--- config.mk ---
export PLATFORM = sky130hd
export DESIGN_NAME = ser_frame_collector
export DESIGN_NICKNAME = d
export VERILOG_FILES = /design/src/rtl/ser_frame_collector.sv
export SDC_FILE = /design/constraint.sdc
export NUM_CORES = 1
export LEC_CHECK = 0
export BUFFER_PORTS_ARGS = -buffer_cell sky130_fd_sc_hd__buf_2
export CAP_MARGIN = 25
export CORE_MARGIN = 10
export CORE_UTILIZATION = 44
export DETAILED_ROUTE_END_ITERATION = 6
export PLACE_DENSITY_LB_ADDON = 0.2
export SYNTH_ARGS = -nofsm -noshare
export SYNTH_HDL_FRONTEND = slang
export SYNTH_SLANG_ARGS = --single-unit
--- constraint.sdc ---
create_clock -name clk -period 1.5 [get_ports clk]
set_input_delay 0.3 -clock clk [delete_from_list [all_inputs] [get_ports clk]]
set_output_delay 0.3 -clock clk [all_outputs]
set_load 0.02 [all_outputs]
--- src/rtl/ser_frame_collector.sv ---
// ser_frame_collector: assembles MSB-first frames from a qualified serial
// stream into a one-entry valid/ready holding register. It flags truncated
// frames, flags dropped words as overruns, and counts delivered words.
module ser_frame_collector #(
  parameter int FRAME_LEN = 8
) (
  input  logic                 clk,
  input  logic                 rst,
  input  logic                 Clk_EN,
  input  logic                 SerOut,
  input  logic                 SerOutValid,
  input  logic                 data_ready,
  output logic [FRAME_LEN-1:0] data_out,
  output logic                 data_valid,
  output logic                 frame_err,
  output logic                 overrun,
  output logic [7:0]           frame_cnt
);

  localparam int BCW = $clog2(FRAME_LEN);
  localparam logic [BCW-1:0] BC_LAST = BCW'(FRAME_LEN - 1);

  typedef enum logic {IDLE, SHIFT} state_t;

  state_t               state_q, state_d;
  logic [FRAME_LEN-1:0] sh_q, sh_d;
  logic [BCW-1:0]       bc_q, bc_d;
  logic [FRAME_LEN-1:0] data_q, data_d;
  logic                 dv_q, dv_d;
  logic                 ferr_q, ferr_d;
  logic                 ovr_q, ovr_d;
  logic [7:0]           cnt_q, cnt_d;

  // Decoded per-edge actions
  logic                 take_bit, first_bit, complete, flush, trunc;
  logic [FRAME_LEN-1:0] word;

  // FSM state register
  always_ff @(posedge clk or negedge rst) begin
    if (!rst) state_q <= IDLE;
    else      state_q <= state_d;
  end

  // FSM next state: a valid bit opens a frame; a gap in valid closes it
  always_comb begin
    state_d = state_q;
    if (Clk_EN) begin
      case (state_q)
        IDLE:    if (SerOutValid)  state_d = SHIFT;
        SHIFT:   if (!SerOutValid) state_d = IDLE;
        default: state_d = IDLE;
      endcase
    end
  end

  // FSM outputs: decode what this edge does to the datapath
  always_comb begin
    take_bit  = Clk_EN && SerOutValid;
    first_bit = take_bit && (state_q == IDLE);
    complete  = take_bit && (state_q == SHIFT) && (bc_q == BC_LAST);
    flush     = Clk_EN && !SerOutValid && (state_q == SHIFT);
    trunc     = flush && (bc_q != '0);
  end

  assign word = {sh_q[FRAME_LEN-2:0], SerOut};

  // Datapath next state: shifter, bit count, hold register and status
  always_comb begin
    sh_d   = sh_q;
    bc_d   = bc_q;
    data_d = data_q;
    dv_d   = dv_q;
    ferr_d = ferr_q;
    ovr_d  = ovr_q;
    cnt_d  = cnt_q;
    if (Clk_EN) begin
      // The error pulse lasts exactly one enabled cycle
      ferr_d = trunc;
      if (take_bit) begin
        sh_d = word;
        if (first_bit)     bc_d = BCW'(1);
        else if (complete) bc_d = '0;
        else               bc_d = bc_q + 1'b1;
      end else begin
        // A partial frame is discarded when valid drops
        bc_d = '0;
        if (flush) sh_d = '0;
      end
      if (complete) begin
        if (!dv_q || data_ready) begin
          data_d = word;
          dv_d   = 1'b1;
          cnt_d  = cnt_q + 8'd1;
        end else begin
          ovr_d  = 1'b1;
        end
      end else if (dv_q && data_ready) begin
        dv_d = 1'b0;
      end
    end
  end

  // Datapath registers
  always_ff @(posedge clk or negedge rst) begin
    if (!rst) begin
      sh_q   <= '0;
      bc_q   <= '0;
      data_q <= '0;
      dv_q   <= 1'b0;
      ferr_q <= 1'b0;
      ovr_q  <= 1'b0;
      cnt_q  <= '0;
    end else begin
      sh_q   <= sh_d;
      bc_q   <= bc_d;
      data_q <= data_d;
      dv_q   <= dv_d;
      ferr_q <= ferr_d;
      ovr_q  <= ovr_d;
      cnt_q  <= cnt_d;
    end
  end

  assign data_out   = data_q;
  assign data_valid = dv_q;
  assign frame_err  = ferr_q;
  assign overrun    = ovr_q;
  assign frame_cnt  = cnt_q;

endmodule

==> metrics.yaml <==
status: "finished, violations left"
violations: "setup timing"
die_area_sq_um: 5490
drtIter0Drc: 18
place_hpwl_um: 1880
syn_nets: 105
ys.flop_type: "dfrtp_1"
startpoint: "bc_q[1]"
hold_path_class: "input port to flop"
clkTransAtPathRegs_ns: 0.09
grt_first_pass_wirelength_um: 4340
cts_inserted_buffers: 5
tightest_slew_ns: 0.378
drive_above_1_share: 0.441
antenna_cells: 0
hold_viol: 0
drv_cap: 0
r2r_start: "bc_q[1]"
skew_ns: 0.00673
vias: 864
syn_area_sq_um: 1290
cts_tree: "yes"
finalSetupViolations: 3
core-area_sq_um: 2780
gp_congestion: 0.757
synth_area_leader_cell: "dfrtp_1"
grt_max_degree: 17
preCtsSetupSlack_ns: -0.0453
die_h_um: 74.1
area_delta_synth_final_pct: 27.1
crit_type: "flop to flop"
via_per_inst: 5.17
nNetsFinal: 146
ys_seq_elements: 30
ys_seq_area_frac: 0.583
timing.final.crit_share: 1.01
synth_area_leaders: "dfrtp_1, mux2_2, a22o_1"
port_buffers: 24
synth_common_cells: "dfrtp_1, mux2_2, nand2_1"
drv_slew: 0
synth_warnings: 0
cp_max_fo: 11
chipWidth_um: 74.1
fin_crit_ns: 1.51
cts_root_buf: "clkbuf_4"
grt_usage: 0.101
antenna_found_initial: 0
ios: 25
r2r_slack_ns: -0.01
peakVddDrop_mv: 0.578
fin_util: 0.589
cp.arrival_ns: 1.72
grt_pass1_vias: 930
ys_types: 26
wl_per_cell_um: 15.3
initial_core_util: 0.463
powerDensity_nw_per_um2: 866
clkSinkCount: 30
power.static_leakage_nw: 0.877
end_kind: "flop"
synth.most_common_cell: "dfrtp_1"
drt_first_pass_iters: 4
cp.required_ns: 1.71
slew_headroom: 0.748
setup_ws_ns: -0.0122
syn_inst: 95
rsz0062_at_grt: "true"
worstSkewPairLatency_ns: 0.32
routed_wl_um: 2550
hold_start: "SerOut"
fmax_mhz: 661
ant_nets: 0
avgSynthCellArea_sq_um: 13.6
drc: 0
clock_path_buffers: 2
synth_top_area_share: 0.583
critPathLaunchType: "flop"
htreeDepth: 2
grt.overflow.total: 0
async_flop_share: 1.00
rows: 19
synth-edff-count: 0
[where the power goes]
group	switching [mW]	total (mW)	internal, mW	leakage (nW)
clock	0.264	0.432	0.168	0.0308
sequential	0.0224	0.858	0.835	0.412
combinational	0.0659	0.128	0.0618	0.434
[final cells by class]
class,count,area (sq um)
sequential,30,751
clock buffer,5,37.5
fill,257,1140
inverter,4,15.0
tap,31,38.8
multi-input combinational,58,541
timing repair buffer,37,245
clock inverter,2,10.0
[cells by family (layout without fill, tap and decap cells)]
logic type	Yosys count	after routing	share of synthesized area
DFF	30	30	0.583
and+or+nand+nor	23	23	0.129
AOI/OAI and AO/OA	14	14	0.0786
muxes	10	10	0.0874
xor gates and xnor gates	7	7	0.0534
buffers and inverters	7	48	0.0301
adders and majority gates	4	4	0.0388
[final timing paths]
| kind | to | cells after the start |
|---|---|---|
| min in group asynchronous | sh_q[1] | 2 |
| max in group asynchronous | sh_q[3] | 3 |
| worst min-delay path | data_out[0] | 2 |
| worst min register to register | overrun | 1 |
| worst max register to register | data_out[3] | 6 |
| worst max-delay path | data_out[3] | 6 |
[metal layers]
metal	up-vias	track usage	wire length (um)
met3	7	0.0519	214
met2	23	0.157	1200
met1	418	0.115	1090
li1	416	-	-
met5	-	0	0
met4	0	0.0435	41
[registers in the layout, indices dropped and copies added, names as in the netlist]
register / flops
sh_q: 7
data_out: 8
frame_cnt: 8
bc_q: 3
frame_err: 1
data_valid: 1
overrun: 1
state_q: 1
[timing repair]
item	CTS	global route
endpoints found under the setup margin	12	14
pin swaps	1	2
setup buffers	3	1
endpoints found under the hold margin	14	0
gates resized for setup	1	6
hold buffers	1	0
[metrics by stage]
step                setup TNS [ns]  instances  area [sq um]  hold slack, ns  power, mW
finish                     -0.0189        167          1640           0.232       1.42
global route                -0.584        167          1640           0.230       1.50
CTS                        -0.0278        166          1610           0.214       1.44
detailed placement          -0.140        155          1520           0.236      0.988
global placement                 0        155          1520           0.240      0.984
floorplan                   -0.199         95          1300         0.00441      0.923
[cells in the final DEF (no fill, tap or decap), drive strengths merged]
cell / count
buf: 36
dfrtp: 30
mux2: 10
nand2: 9
a22o: 7
xnor2: 6
o21ai: 6
clkbuf: 5
inv: 4
nand4: 4
ha: 4
nand3: 3
clkinv: 2
nor2: 2
and2b: 1
xor2: 1
and2: 1
nand4b: 1
a41o: 1
nor3: 1
and4: 1
dlygate4sd3: 1
[critical path: stages, from the launching register on]
cell and delay, ns:
dfrtp_1 0.37, ha_2 0.19, ha_4 0.14, nand4_4 0.08, nor2_4 0.14, buf_12 0.15
mux2_2 0.33
Power figures use the tool's default switching activity.
